==> src/rtl/instr_encoder.sv <==
// RV32I instruction encoder: packs decoded fields into a 32-bit word and streams
// {instr, err} with its address through a 2-entry output FIFO.
package lib_pkg;

  typedef logic [3:0] op_type_t;

  localparam op_type_t OP_LUI     = 4'd0;
  localparam op_type_t OP_AUIPC   = 4'd1;
  localparam op_type_t OP_JAL     = 4'd2;
  localparam op_type_t OP_JALR    = 4'd3;
  localparam op_type_t OP_BRANCH  = 4'd4;
  localparam op_type_t OP_LOAD    = 4'd5;
  localparam op_type_t OP_STORE   = 4'd6;
  localparam op_type_t OP_OPIMM   = 4'd7;
  localparam op_type_t OP_OP      = 4'd8;
  localparam op_type_t OP_MISCMEM = 4'd9;
  localparam op_type_t OP_SYSTEM  = 4'd10;

  localparam logic [6:0] OPC_LUI     = 7'b0110111;
  localparam logic [6:0] OPC_AUIPC   = 7'b0010111;
  localparam logic [6:0] OPC_JAL     = 7'b1101111;
  localparam logic [6:0] OPC_JALR    = 7'b1100111;
  localparam logic [6:0] OPC_BRANCH  = 7'b1100011;
  localparam logic [6:0] OPC_LOAD    = 7'b0000011;
  localparam logic [6:0] OPC_STORE   = 7'b0100011;
  localparam logic [6:0] OPC_OPIMM   = 7'b0010011;
  localparam logic [6:0] OPC_OP      = 7'b0110011;
  localparam logic [6:0] OPC_MISCMEM = 7'b0001111;
  localparam logic [6:0] OPC_SYSTEM  = 7'b1110011;

  typedef struct packed {
    logic [31:0] instr;
    logic        err;
  } enc_word_t;

endpackage

module instr_encoder
  import lib_pkg::*;
#(
  parameter int unsigned       ADDR_W    = 32,
  parameter logic [ADDR_W-1:0] BASE_ADDR = ADDR_W'(32'h0000_0000)
) (
  input  logic              clk,
  input  logic              rst,
  input  logic              clear,
  input  logic              in_valid,
  output logic              in_ready,
  input  op_type_t          op_type,
  input  logic [4:0]        rs1,
  input  logic [4:0]        rs2,
  input  logic [4:0]        rd,
  input  logic [2:0]        funct3,
  input  logic [6:0]        funct7,
  input  logic [31:0]       imm,
  output logic              out_valid,
  input  logic              out_ready,
  output logic [31:0]       instr,
  output logic [ADDR_W-1:0] out_addr,
  output logic              err
);

  localparam int unsigned WORD_W   = 32;
  localparam int unsigned ADDR_INC = 4;
  localparam logic [WORD_W-1:0] NOP_WORD = 32'h0000_0013;

  logic [WORD_W-1:0] enc_instr_c;
  logic              enc_err_c;
  logic              i_range_ok_c;
  logic              b_range_ok_c;
  logic              j_range_ok_c;

  // Immediate fits when all bits above the format's sign bit replicate it
  always_comb begin
    i_range_ok_c = (&imm[31:11]) | ~(|imm[31:11]);
    b_range_ok_c = (&imm[31:12]) | ~(|imm[31:12]);
    j_range_ok_c = (&imm[31:20]) | ~(|imm[31:20]);
  end

  // Field packing per instruction format; unknown op_type yields a flagged NOP
  always_comb begin
    enc_instr_c = NOP_WORD;
    enc_err_c   = 1'b1;
    case (op_type)
      OP_LUI: begin
        enc_instr_c = {imm[31:12], rd, OPC_LUI};
        enc_err_c   = |imm[11:0];
      end
      OP_AUIPC: begin
        enc_instr_c = {imm[31:12], rd, OPC_AUIPC};
        enc_err_c   = |imm[11:0];
      end
      OP_JAL: begin
        enc_instr_c = {imm[20], imm[10:1], imm[11], imm[19:12], rd, OPC_JAL};
        enc_err_c   = imm[0] | ~j_range_ok_c;
      end
      OP_JALR: begin
        enc_instr_c = {imm[11:0], rs1, funct3, rd, OPC_JALR};
        enc_err_c   = ~i_range_ok_c;
      end
      OP_LOAD: begin
        enc_instr_c = {imm[11:0], rs1, funct3, rd, OPC_LOAD};
        enc_err_c   = ~i_range_ok_c;
      end
      OP_MISCMEM: begin
        enc_instr_c = {imm[11:0], rs1, funct3, rd, OPC_MISCMEM};
        enc_err_c   = ~i_range_ok_c;
      end
      OP_SYSTEM: begin
        enc_instr_c = {imm[11:0], rs1, funct3, rd, OPC_SYSTEM};
        enc_err_c   = ~i_range_ok_c;
      end
      OP_OPIMM: begin
        // Shift-immediates carry funct7 above a 5-bit shift amount
        if ((funct3 == 3'b001) || (funct3 == 3'b101)) begin
          enc_instr_c = {funct7, imm[4:0], rs1, funct3, rd, OPC_OPIMM};
          enc_err_c   = |imm[31:5];
        end else begin
          enc_instr_c = {imm[11:0], rs1, funct3, rd, OPC_OPIMM};
          enc_err_c   = ~i_range_ok_c;
        end
      end
      OP_BRANCH: begin
        enc_instr_c = {imm[12], imm[10:5], rs2, rs1, funct3, imm[4:1], imm[11], OPC_BRANCH};
        enc_err_c   = imm[0] | ~b_range_ok_c;
      end
      OP_STORE: begin
        enc_instr_c = {imm[11:5], rs2, rs1, funct3, imm[4:0], OPC_STORE};
        enc_err_c   = ~i_range_ok_c;
      end
      OP_OP: begin
        enc_instr_c = {funct7, rs2, rs1, funct3, rd, OPC_OP};
        enc_err_c   = 1'b0;
      end
      default: begin
        enc_instr_c = NOP_WORD;
        enc_err_c   = 1'b1;
      end
    endcase
  end

  // FIFO: head entry drives the outputs directly, tail entry is the overflow slot
  enc_word_t         head_q, head_d;
  enc_word_t         tail_q, tail_d;
  logic              head_valid_q, head_valid_d;
  logic              tail_valid_q, tail_valid_d;
  logic              in_ready_q, in_ready_d;
  logic [ADDR_W-1:0] addr_q, addr_d;
  logic              push_c;
  logic              pop_c;
  enc_word_t         new_word_c;

  always_comb begin
    new_word_c   = '{instr: enc_instr_c, err: enc_err_c};
    push_c       = in_valid & in_ready_q;
    pop_c        = head_valid_q & out_ready;
    head_d       = head_q;
    tail_d       = tail_q;
    head_valid_d = head_valid_q;
    tail_valid_d = tail_valid_q;
    addr_d       = addr_q;
    if (clear) begin
      head_valid_d = 1'b0;
      tail_valid_d = 1'b0;
      addr_d       = BASE_ADDR;
    end else if (pop_c) begin
      addr_d = addr_q + ADDR_W'(ADDR_INC);
      // A push can't coincide with a pop while full since in_ready is low then
      if (tail_valid_q) begin
        head_d       = tail_q;
        tail_valid_d = 1'b0;
      end else if (push_c) begin
        head_d = new_word_c;
      end else begin
        head_valid_d = 1'b0;
      end
    end else if (push_c) begin
      if (!head_valid_q) begin
        head_d       = new_word_c;
        head_valid_d = 1'b1;
      end else begin
        tail_d       = new_word_c;
        tail_valid_d = 1'b1;
      end
    end
    in_ready_d = ~(head_valid_d & tail_valid_d);
  end

  always_ff @(posedge clk or posedge rst) begin
    if (rst) begin
      head_q       <= '0;
      tail_q       <= '0;
      head_valid_q <= 1'b0;
      tail_valid_q <= 1'b0;
      in_ready_q   <= 1'b1;
      addr_q       <= BASE_ADDR;
    end else begin
      head_q       <= head_d;
      tail_q       <= tail_d;
      head_valid_q <= head_valid_d;
      tail_valid_q <= tail_valid_d;
      in_ready_q   <= in_ready_d;
      addr_q       <= addr_d;
    end
  end

  assign in_ready  = in_ready_q;
  assign out_valid = head_valid_q;
  assign instr     = head_q.instr;
  assign err       = head_q.err;
  assign out_addr  = addr_q;

endmodule
==> config.mk <==
export PLATFORM = sky130hd
export DESIGN_NAME = instr_encoder
export DESIGN_NICKNAME = d
export VERILOG_FILES = /design/src/rtl/instr_encoder.sv
export SDC_FILE = /design/constraint.sdc
export NUM_CORES = 1
export LEC_CHECK = 0
export BUFFER_PORTS_ARGS = -buffer_cell sky130_fd_sc_hd__clkbuf_2
export CAP_MARGIN = 15
export CORE_MARGIN = 2
export CORE_UTILIZATION = 58
export DETAILED_ROUTE_END_ITERATION = 7
export PLACE_DENSITY = 0.9
export SLEW_MARGIN = 25
export SYNTH_ARGS = -nofsm -noshare
export SYNTH_HDL_FRONTEND = slang
export SYNTH_SLANG_ARGS = --single-unit
==> constraint.sdc <==
create_clock -name clk -period 6.2 [get_ports clk]
set_clock_uncertainty 0.1 [all_clocks]
set_input_delay 0.93 -clock clk [delete_from_list [all_inputs] [get_ports clk]]
set_output_delay 0.93 -clock clk [all_outputs]
set_load 0.05 [all_outputs]
# After elaboration in Yosys (flattened, before gate mapping)
# Cells that the tools add are included.
dict set report totals {
  out_inout_bits 67
  elab_cells 76
  regBits 101
  inputBits 66
}
dict set report op_classes {
  reduce_logical 17
  bitwise_logic 17
  eq_ne 13
  n_addsub 1
  n_mux 20
}
# operator count
set op_table {}
lappend op_table {{32-bit case mux with 11 select lines} 1}
lappend op_table {{33-bit two-way mux} 5}
lappend op_table {{32-bit two-way mux} 3}
lappend op_table {{32-bit by 3-bit adder with 32-bit output, second input constant} 1}
lappend op_table {{27-bit OR reduction} 1}
lappend op_table {{12-bit OR reduction} 2}
lappend op_table {{21-bit AND reduction} 1}
lappend op_table {{21-bit OR reduction} 1}
lappend op_table {{20-bit AND reduction} 1}
lappend op_table {{20-bit OR reduction} 1}
lappend op_table {{4-bit by 3-bit equality test with 1-bit output, second input constant} 4}
lappend op_table {{4-bit equality test, second input constant} 3}
lappend op_table {{12-bit AND reduction} 1}
lappend op_table {{1-bit two-way mux} 10}
lappend op_table {{1-bit inverter} 9}
lappend op_table {{4-bit by 2-bit equality test with 1-bit output, second input constant} 2}
lappend op_table {{4-bit AND reduction} 2}
lappend op_table {{1-bit case mux with 6 select lines} 1}
lappend op_table {{2-bit nonzero test} 3}
lappend op_table {{1-bit bitwise OR} 5}
lappend op_table {{5-bit OR reduction} 1}
lappend op_table {{4-bit by 1-bit equality test with 1-bit output, second input constant} 1}
lappend op_table {{4-bit zero test} 1}
lappend op_table {{1-bit bitwise AND} 3}
lappend op_table {{5 further kinds} 5}

# Longest topological paths before layout
dict set report logic_depth {
  depth_word 9
  ltp_mapped 8
  depth_no_buf 7
}

# Worst setup path after synthesis
# OpenSTA, ideal clock, no wires.
dict set report synth_timing {
  path_type {input-to-reg}
  startpoint {in imm[3]}
  endpoint {reg head_q, in the netlist err}
  setup_time_ps 129
  stages 5
  path_buffers 0
  arrival_time_ps 2167
  setup_slack_ps 3805
  cell_sequence {or4_1 o41ai_2 o311ai_1 nor4b_1 o21ai_1}
}
dict set report synth_via {
  elab_chain_len 5
}
# element line_no
set synth_lines {}
lappend synth_lines {{from (decl)} 55} ;# input logic [31:0] imm,
lappend synth_lines {{12-bit OR reduction (*)} {87, 91}}
lappend synth_lines {{1-bit case mux with 6 select lines (*)} 84} ;# case (op_type)
lappend synth_lines {{33-bit two-way mux, on equally long branches} {178, 172}}
lappend synth_lines {{33-bit two-way mux, on equally long branches} {177, 169}}
lappend synth_lines {{33-bit two-way mux (*)} 166} ;# end else if (pop_c) begin
lappend synth_lines {{to (signal assigned)} 191} ;# head_q <= '0;
lappend synth_lines {{to (signal assigned)} 198} ;# head_q <= head_d;
lappend synth_lines {{to (decl)} 143} ;# enc_word_t head_q, head_d;
# Every way passes the cells marked *; elsewhere a longest branch is shown, timed or not. The select of a mux whose other input is x is not followed.
# A chain may end at the register's enable or synchronous reset.

# Final worst setup path
dict set report layout_timing {
  startpoint {in clear}
  endpoint {reg head_q, in the netlist instr[25]}
}
dict set report layout_via {
  elab_chain_len 2
}
# element line_no
set layout_lines {}
lappend layout_lines {{from (decl)} 46} ;# input logic clear,
lappend layout_lines {{1-bit inverter (no source line)} --}
lappend layout_lines {{4-bit AND reduction (no source line)} --}
# No other way between the ends.

==> impl_metrics.tcl <==
set metrics [dict create \
    area_growth_pct 16.9 \
    min_period_ns 2.68 \
    antenna_found_initial 0 \
    final_util_pct 69.7 \
    critPathLaunchType "input port" \
    cp_max_fo 35 \
    cts_buffers 9 \
    cts_tree "done" \
    core_mm2 0.00872 \
    setup_tns_ns 0 \
    io_pins 133 \
    design_area_mm2 0.00608 \
    comb_power_share_pct 24.2 \
    period_share_pct 43.2 \
    gr-total-overflow 0 \
    die_h_um 98.7 \
    clock_path_buffers 2 \
    synth_top_family_by_area "simple AND/OR/NAND/NOR gates" \
    synthFlopType "dfrtp_1" \
    worst_path_largest_cell_delay_ns 0.95 \
    route.vias.total 4710 \
    synth_xor_area_share_pct 3.87 \
    synthAdderAreaFrac_pct 0.241 \
    viasPerCell 6.03 \
    wl_per_cell_um 17.4 \
    worstPathCellList "clkbuf_2 > a211oi_1 > o21ai_0 > a21oi_1 > a21o_1" \
    postSynthCellCount 556 \
    critPathKind "input port to flop" \
    cp_data_arrival_time_ns 2.88 \
    cap_violations 0 \
    synth_compound_area_share_pct 18.9 \
    drc 0 \
    grt_max_degree 75 \
    synth_seq_cells 97 \
    ant_nets 0 \
    yosysTopAreaCellShare_pct 46.2 \
    synth_top_cell_by_area "dfrtp_1" \
    cp-end-kind "flop" \
    place.gp.congestion 0.934 \
    yosys-top-cells-count "dfrtp_1 (96), nand2_1 (65), nor2_1 (63)" \
    ys_seq_area_share_pct 46.7 \
    async_flop_share_pct 100 \
    drtIter0Drc 400 \
    htree_levels 3 \
    syn_avg_cell_area_um2 9.35 \
    fp.dieW_um 98.7 \
    drv_slew 0 \
    synthSimpleGateAreaFrac_pct 20.3 \
    p_total_mw 1.64 \
    p_seq_share_pct 47.0 \
    yosys.cell_count.top_type "dfrtp_1" \
    placed_area_mm2 0.00584 \
    ys_top_cells_by_area "dfrtp_1 (46%), a21oi_1 (5.0%), nand2_1 (4.7%)" \
    rows 34 \
    grt_pass1_vias 4614 \
    grt_pass1_wl_um 22200 \
    syn_area_mm2 0.00520 \
    switching_share_pct 34.2 \
    finalSetupViolations 0 \
    dieArea_mm2 0.00974 \
    cp.required_ns 6.40 \
    worstSkewPairLatency_ns 0.36 \
    nNetsFinal 735 \
    slew_headroom_pct 35.9 \
    p_leak_nw 2.90 \
    finalWirelength_um 13600 \
    ctsHoldBuffers 0 \
    clock_power_share_pct 28.8 \
    rsz0062_at_grt "no" \
    track_usage_pct 28.1 \
    cts-resized-gates 0 \
    hold_path.class "flop to flop" \
    yosysWarnings 0 \
    clock.fmax_ghz 0.374 \
    final_hold_viol_count 0 \
    intPower_mw 1.08 \
    power_density_mw_per_mm2 270 \
    synth_edf_count 0 \
    insertedDiodeCount 0 \
    first_pass_iters 5 \
    start_util_pct 59.6 \
    status "completed" \
    cts.sinks 97 \
    clkTransAtPathRegs_ns 0.09 \
    yosys-mux-area-fraction_pct 5.32 \
    worstMarginPinSlew_ns 0.956 \
    cts_setup_buffers 0 \
    ys_types 65 \
    drive_gt1_share_pct 28.1 \
    cpMaxStageDelayCell "a211oi_1" \
    hold_ws_ns 0.372 \
    dp_hpwl_um 9940 \
    p_sw_mw 0.562 \
    portBuffers 130 \
    cts_root_buf "clkbuf_8" \
    peakVddDrop_mv 0.151 \
]
per-layer routing:
layer  GRT usage, %  up-vias  share of wire [%]
li1               -     2209                  -
met1           37.4     2251                 41
met2           47.1      202                 49
met3           3.90       48                6.1
met4           10.9        0                3.1
met5              0        -                  0
critical path, delay by kind of cell:
kind | cells | cell delay (ns)
AO/OA/AOI/OAI | 4 | 1.51
buffers and inverters | 1 | 0.42
logic make-up after synthesis:
logic type | count (synthesis)
adder cells (fa/ha/maj) | 1
other | 1
buffers and inverters | 47
AND/OR/NAND/NOR | 209
AO/OA/AOI/OAI | 152
flip-flops | 97
multiplexers | 26
XOR/XNOR | 23
worst paths after layout:
check | start | end | slack (ns) | cells past startpoint
setup / recovery | clear | instr[25] | 3.52 | 5
hold / removal | tail_q[2] | tail_q[2] | 0.37 | 1
setup reg to reg | out_valid | tail_q[8] | 3.80 | 4
hold reg to reg | tail_q[2] | tail_q[2] | 0.37 | 1
max in group asynchronous | rst | tail_q[0] | 4.36 | 3
min in group asynchronous | rst | instr[10] | 0.41 | 2
power groups by stage:
stage / registers (mW) / logic (mW) / clock network, mW
floorplan: 0.898 / 0.165 / 0
global placement: 0.778 / 0.384 / 0
detailed placement: 0.784 / 0.396 / 0
CTS: 0.772 / 0.398 / 0.475
global route: 0.783 / 0.427 / 0.497
finish: 0.773 / 0.398 / 0.472
layout make-up:
| cell class | count | area [um2] |
|---|---|---|
| Clock buffer | 11 | 141 |
| Sequential cell | 97 | 2430 |
| Inverter | 13 | 51.3 |
| Clock inverter | 5 | 87.6 |
| Fill cell | 668 | 2640 |
| Timing Repair Buffer | 134 | 681 |
| Tap cell | 108 | 135 |
| Multi-Input combinational cell | 413 | 2550 |
stage by stage:
stage	setup slack, ns	cells
3_5_place_dp	3.18	765
5_1_grt	3.41	781
4_1_cts	3.58	781
3_3_place_gp	3.28	765
6_report	3.52	781
2_1_floorplan	2.64	557
placed cells by master, fill, tap and decap left out, types with 12 or more instances in the layout:
master    count
a21o_1       12
a21oi_1      52
clkbuf_2    130
dfrtp_1      96
inv_1        12
mux2_2       13
mux2i_1      13
nand2_1      65
nor2_1       63
o21ai_0      42
xnor2_1      15
sequential cells by signal, indices dropped and copies added (netlist names):
name,count
tail_valid_q,1
out_valid,1
err,1
tail_q,32
in_ready,1
instr,31
out_addr,30
Note: power is estimated with default switching activity, not from simulation.
